`src/rtl/memory_game_ctrl.sv`:
```
// Memory (pairs) game controller: cursor navigation over the card grid, two-card pick,
// compare, timed face-down hold after a miss, and a DONE state once every pair is found.
module memory_game_ctrl #(
    parameter int unsigned GRID_X      = 5,
    parameter int unsigned GRID_Y      = 4,
    parameter int unsigned HOLD_FRAMES = 60
) (
    input  logic                         clock_50M,
    input  logic                         reset,
    input  logic                         frame_tick,
    input  logic                         right,
    input  logic                         left,
    input  logic                         up,
    input  logic                         down,
    input  logic                         select,
    input  logic [4*GRID_X*GRID_Y-1:0]   order,
    output logic [2:0]                   cursor_x,
    output logic [1:0]                   cursor_y,
    output logic [GRID_X*GRID_Y-1:0]     face_up,
    output logic [GRID_X*GRID_Y-1:0]     matched,
    output logic [3:0]                   pair_count,
    output logic [7:0]                   move_count,
    output logic                         game_over
);

    localparam int unsigned HW = $clog2(HOLD_FRAMES + 1);

    localparam logic [2:0]    XMax      = 3'(GRID_X - 1);
    localparam logic [1:0]    YMax      = 2'(GRID_Y - 1);
    localparam logic [3:0]    NumPairs  = 4'(GRID_X * GRID_Y / 2);
    localparam logic [4:0]    Cols      = 5'(GRID_X);
    localparam logic [HW-1:0] HoldLoad  = HW'(HOLD_FRAMES);
    localparam logic [HW-1:0] HoldLast  = HW'(1);

    typedef enum logic [2:0] {StPick1, StPick2, StCompare, StHold, StDone} state_t;

    state_t        state;
    logic [4:0]    first;
    logic [4:0]    second;
    logic [HW-1:0] hold_cnt;
    logic          right_prev, left_prev, up_prev, down_prev, select_prev;

    logic          right_edge, left_edge, up_edge, down_edge, select_edge;
    logic [4:0]    idx;

    assign right_edge  = right  & ~right_prev;
    assign left_edge   = left   & ~left_prev;
    assign up_edge     = up     & ~up_prev;
    assign down_edge   = down   & ~down_prev;
    assign select_edge = select & ~select_prev;
    assign idx         = 5'(cursor_y) * Cols + 5'(cursor_x);

    always_ff @(posedge clock_50M or posedge reset) begin
        if (reset) begin
            state       <= StPick1;
            cursor_x    <= '0;
            cursor_y    <= '0;
            face_up     <= '0;
            matched     <= '0;
            pair_count  <= '0;
            move_count  <= '0;
            game_over   <= 1'b0;
            first       <= '0;
            second      <= '0;
            hold_cnt    <= '0;
            // Held-high buttons across reset release must not look like fresh presses.
            right_prev  <= 1'b1;
            left_prev   <= 1'b1;
            up_prev     <= 1'b1;
            down_prev   <= 1'b1;
            select_prev <= 1'b1;
        end else begin
            right_prev  <= right;
            left_prev   <= left;
            up_prev     <= up;
            down_prev   <= down;
            select_prev <= select;

            if (state != StDone) begin
                if (right_edge && !left_edge && cursor_x != XMax) begin
                    cursor_x <= cursor_x + 3'd1;
                end else if (left_edge && !right_edge && cursor_x != 3'd0) begin
                    cursor_x <= cursor_x - 3'd1;
                end
                if (down_edge && !up_edge && cursor_y != YMax) begin
                    cursor_y <= cursor_y + 2'd1;
                end else if (up_edge && !down_edge && cursor_y != 2'd0) begin
                    cursor_y <= cursor_y - 2'd1;
                end
            end

            unique case (state)
                StPick1: begin
                    if (select_edge && !face_up[idx]) begin
                        face_up[idx] <= 1'b1;
                        first        <= idx;
                        state        <= StPick2;
                    end
                end
                StPick2: begin
                    if (select_edge && !face_up[idx]) begin
                        face_up[idx] <= 1'b1;
                        second       <= idx;
                        if (move_count != 8'hFF) move_count <= move_count + 8'd1;
                        state        <= StCompare;
                    end
                end
                StCompare: begin
                    if (order[{first, 2'b00} +: 4] == order[{second, 2'b00} +: 4]) begin
                        matched[first]  <= 1'b1;
                        matched[second] <= 1'b1;
                        pair_count      <= pair_count + 4'd1;
                        if (pair_count + 4'd1 == NumPairs) begin
                            game_over <= 1'b1;
                            state     <= StDone;
                        end else begin
                            state <= StPick1;
                        end
                    end else begin
                        hold_cnt <= HoldLoad;
                        state    <= StHold;
                    end
                end
                StHold: begin
                    if (frame_tick) begin
                        if (hold_cnt <= HoldLast) begin
                            hold_cnt        <= '0;
                            face_up[first]  <= 1'b0;
                            face_up[second] <= 1'b0;
                            state           <= StPick1;
                        end else begin
                            hold_cnt <= hold_cnt - HoldLast;
                        end
                    end
                end
                StDone: begin
                    if (select_edge) begin
                        face_up    <= '0;
                        matched    <= '0;
                        pair_count <= '0;
                        move_count <= '0;
                        game_over  <= 1'b0;
                        state      <= StPick1;
                    end
                end
                default: state <= StPick1;
            endcase
        end
    end

endmodule

```
`config.mk`:
```
export PLATFORM = sky130hd
export DESIGN_NAME = memory_game_ctrl
export DESIGN_NICKNAME = d
export VERILOG_FILES = /design/src/rtl/memory_game_ctrl.sv
export SDC_FILE = /design/constraint.sdc
export NUM_CORES = 1
export LEC_CHECK = 0
export CAP_MARGIN = 20
export CORE_MARGIN = 8
export CORE_UTILIZATION = 45
export DETAILED_ROUTE_END_ITERATION = 8
export GPL_ROUTABILITY_DRIVEN = 0
export GPL_TIMING_DRIVEN = 0
export PLACE_DENSITY_LB_ADDON = 0.08
export SYNTH_ARGS = -nofsm -noshare
export SYNTH_HDL_FRONTEND = slang
export SYNTH_SLANG_ARGS = --single-unit
```
`constraint.sdc`:
```
create_clock -name clock_50M -period 3.6 [get_ports clock_50M]
set_clock_uncertainty 0.2 [all_clocks]
set_input_delay 0.36 -clock clock_50M [delete_from_list [all_inputs] [get_ports clock_50M]]
set_output_delay 0.36 -clock clock_50M [all_outputs]
set_load 0.01 [all_outputs]
```
==> results.sh <==
export IMPL_run_status="complete, no violations"
export IMPL_synthArstFlopShare_pct=100
export IMPL_report_final_hold_viol_count=0
export IMPL_ys_types=69
export IMPL_vdd_ir_max_uv=573
export IMPL_initial_core_util_pct=45.6
export IMPL_drt_iter0_drc=468
export IMPL_final_worst_path_period_share_pct=95.6
export IMPL_ys_ff_latch=82
export IMPL_groute_layer_met2_usage_pct=39.0
export IMPL_timing_fmax_mhz=291
export IMPL_ant_nets=0
export IMPL_clk_transition_reported_paths_ns=0.06
export IMPL_io_buffers=145
export IMPL_final_net_count=863
export IMPL_post_synth_top_count_cell="dfrtp_1"
export IMPL_multi_input_combinational_cell_area_um2=3510
export IMPL_design_portCount=146
export IMPL_die_area_um2=16500
export IMPL_cts_sinks=82
export IMPL_wl_per_cell_um=20.2
export IMPL_ys_top_cells_by_area="dfrtp_1 34%, mux4_2 10%, mux2i_1 5.8%"
export IMPL_synth_top_area_cell="dfrtp_1"
export IMPL_syn_avg_cell_area_um2=9.48
export IMPL_seqCellArea_um2=2060
export IMPL_final_core_area_utilization_pct=62.3
export IMPL_route_detailed_drc=0
export IMPL_routed_wl_um=19000
export IMPL_hp_class="input pin to asynchronous set/reset pin"
export IMPL_grt_antenna_before_repair=0
export IMPL_fp_row_count=41
export IMPL_dp_hpwl_um=14700
export IMPL_die_y_um=129
export IMPL_global_route_wire_length_before_repair_um=30000
export IMPL_max_cap_viol_count=0
export IMPL_layout_area_overhead_vs_synth_pct=36.5
export IMPL_filler_cell_count=1103
export IMPL_worst_setup_path_start_kind="flop"
export IMPL_synth_seq_area_share_pct=36.1
export IMPL_number_of_global_route_vias_before_repair=5708
export IMPL_clock_path_buffers=2
export IMPL_use_met3_pct=6.21
export IMPL_number_of_clock_buffers_inserted_by_tritoncts=9
export IMPL_post_synth_inst_count=602
export IMPL_die_x_um=129
export IMPL_synth_top_flop_cell="dfrtp_1"
export IMPL_path_max_fanout=10
export IMPL_finalInstanceArea_um2=7790
export IMPL_groute_usage_overall_pct=23.1
export IMPL_timing_final_setup_violations=0
export IMPL_placed_cell_area_um2=7410
export IMPL_timing_final_max_slew_violations=0
export IMPL_design_power_total_mw=6.74
export IMPL_synth_warn=0
export IMPL_critPathKind="flop to flop"
export IMPL_post_synth_instance_area_um2=5710
export IMPL_crit_path_cell_trace="clkbuf_1, buf_2, mux4_2, mux2_2, a2111o_1, nand3_1, and4_4, nand3_2, buf_2, o21ai_1"
export IMPL_timing_slew_headroom_pct=47.5
export IMPL_data_required_time_of_the_worst_path_ns=3.66
export IMPL_critical_path_slowest_cell="a2111o_1"
export IMPL_final_period_minus_worst_setup_slack_ns=3.44
export IMPL_max_slew_worst_pin_slew_ns=0.786
export IMPL_detail_route_first_pass_iterations=5
export IMPL_total_leakage_power_nw=3.10
export IMPL_fin_cells=939
export IMPL_netlist_top_cells_count="77 x dfrtp_1, 74 x nand2_1, 47 x a21oi_1, 46 x nor2_1, 33 x mux2i_1"
export IMPL_fp_coreArea_um2=12500
export IMPL_global_route_usage_met1_pct=28.2
export IMPL_grt_ovfl_total=0
export IMPL_proportion_of_netlist_area_held_by_the_largest_area_contributor_pct=33.7
export IMPL_clock_tree_root_cell="clkbuf_16"
export IMPL_end_kind="flop"
export IMPL_num_antenna_cells=0
export IMPL_mappedNetlistNets=703
export IMPL_grt_busiest_layer="met2"
export IMPL_placedCellCount=920
export IMPL_drive_above_1_share_pct=14.2
export IMPL_num_vias=5542
export IMPL_cts_tree="built"
export IMPL_clk_latency_ns=0.34
export IMPL_setup_total_negative_slack_ns=0
export IMPL_grt_max_degree=54
export IMPL_rsz0062_at_grt="no"
export IMPL_synth_edf_count=0
export IMPL_critPathArrivalTime_ns=3.50
export IMPL_cp_slowest_stage_delay_ns=0.45
export IMPL_p_per_cell_area_nw_per_um2=865
export IMPL_routed_vias_inst=5.90
export IMPL_htree_num_levels=3
export IMPL_critPathMostFrequentCell="buf_2"
## per-layer routing
layer  wire, µm  part of all wire (%)
met1       7760                    41
met3       1620                   8.5
met5          0                     0
met4        376                   2.0
met2       9230                    49
## placed cells by master, fill, tap and decap left out, types with 4 or more instances in the layout
| cell type | count |
|---|---|
| nand4_1 | 6 |
| dfrtp_1 | 77 |
| a211o_1 | 6 |
| nor2_1 | 45 |
| mux4_2 | 26 |
| mux2_2 | 19 |
| ha_1 | 10 |
| o21ai_0 | 23 |
| or3_1 | 5 |
| clkbuf_16 | 9 |
| nand3_1 | 10 |
| a21oi_1 | 45 |
| clkbuf_1 | 21 |
| nand2_1 | 73 |
| mux2i_1 | 33 |
| and3_1 | 4 |
| o22ai_1 | 13 |
| xor2_1 | 6 |
| nor2b_1 | 11 |
| o211ai_1 | 4 |
| a22oi_1 | 10 |
| o21ai_1 | 22 |
| buf_2 | 9 |
| dfstp_2 | 5 |
| clkdlybuf4s50_1 | 145 |
| nand2b_1 | 8 |
| nor3_1 | 15 |
| and2_1 | 9 |
| inv_1 | 13 |
## critical path, delay by kind of cell (launching register included)
kind	cells	cell delay, ns
AO/OA/AOI/OAI	2	0.61
buffers and inverters	3	0.97
flip-flops	1	0.32
multiplexers	2	0.64
AND/OR/NAND/NOR	3	0.61
## final timing paths
path | from | end | slack, ns | cells after the start
hold / removal | reset | pair_count[1] | 0.17 | 2
max in group asynchronous | reset | right_prev | 2.37 | 3
hold reg to reg | matched[5] | matched[5] | 0.28 | 2
setup reg to reg | first[1] | matched[19] | 0.16 | 10
setup / recovery | first[1] | matched[19] | 0.16 | 10
min in group clock_50M | right | right_prev | 0.24 | 1
## flip-flops by register name (all words and copies together) (netlist names), 3 cells and up
signal,count
pair_count,4
hold_cnt,6
state,3
face_up,20
matched,20
cursor_x,3
move_count,8
second,5
first,5
## report_power, final
group | switching, mW | internal (mW)
clock | 0.384 | 0.539
combinational | 2.33 | 1.93
sequential | 0.314 | 1.24
## logic make-up (layout without fill, tap and decap cells)
kind of cell,after synthesis,after routing,synth area share (%)
AO/OA/AOI/OAI,163,163,18.2
XOR/XNOR,8,8,1.23
adder cells (fa/ha/maj),13,13,3.11
buffers and inverters,49,214,3.59
flip-flops,82,82,36.1
multiplexers,79,79,20.0
AND/OR/NAND/NOR,208,208,17.8
## area by class of cell
class	instances	area share (%)
Multi-Input combinational cell	471	45.1
Sequential cell	82	26.4
Timing Repair Buffer	149	19.3
Clock buffer	10	2.94
Tap cell	172	2.76
Buffer	34	1.96
Clock inverter	6	0.851
Inverter	15	0.755
## per-stage QoR
| stage | setup slack, ns | hold slack [ns] |
|---|---|---|
| after floorplan | 0.120 | 0.164 |
| after global placement | -0.321 | 0.272 |
| after detailed placement | -0.286 | 0.274 |
| after CTS | -0.0392 | 0.177 |
| after global routing | 0.0101 | 0.200 |
| final | 0.160 | 0.169 |
## what timing repair did
item | CTS | global route
pin swaps | 0 | 3
buffers inserted | 0 | 3
hold buffers | 0 | 0
endpoints found under the setup margin | 29 | 54
resized for setup | 5 | 11
(Power assumes the default switching activity.)
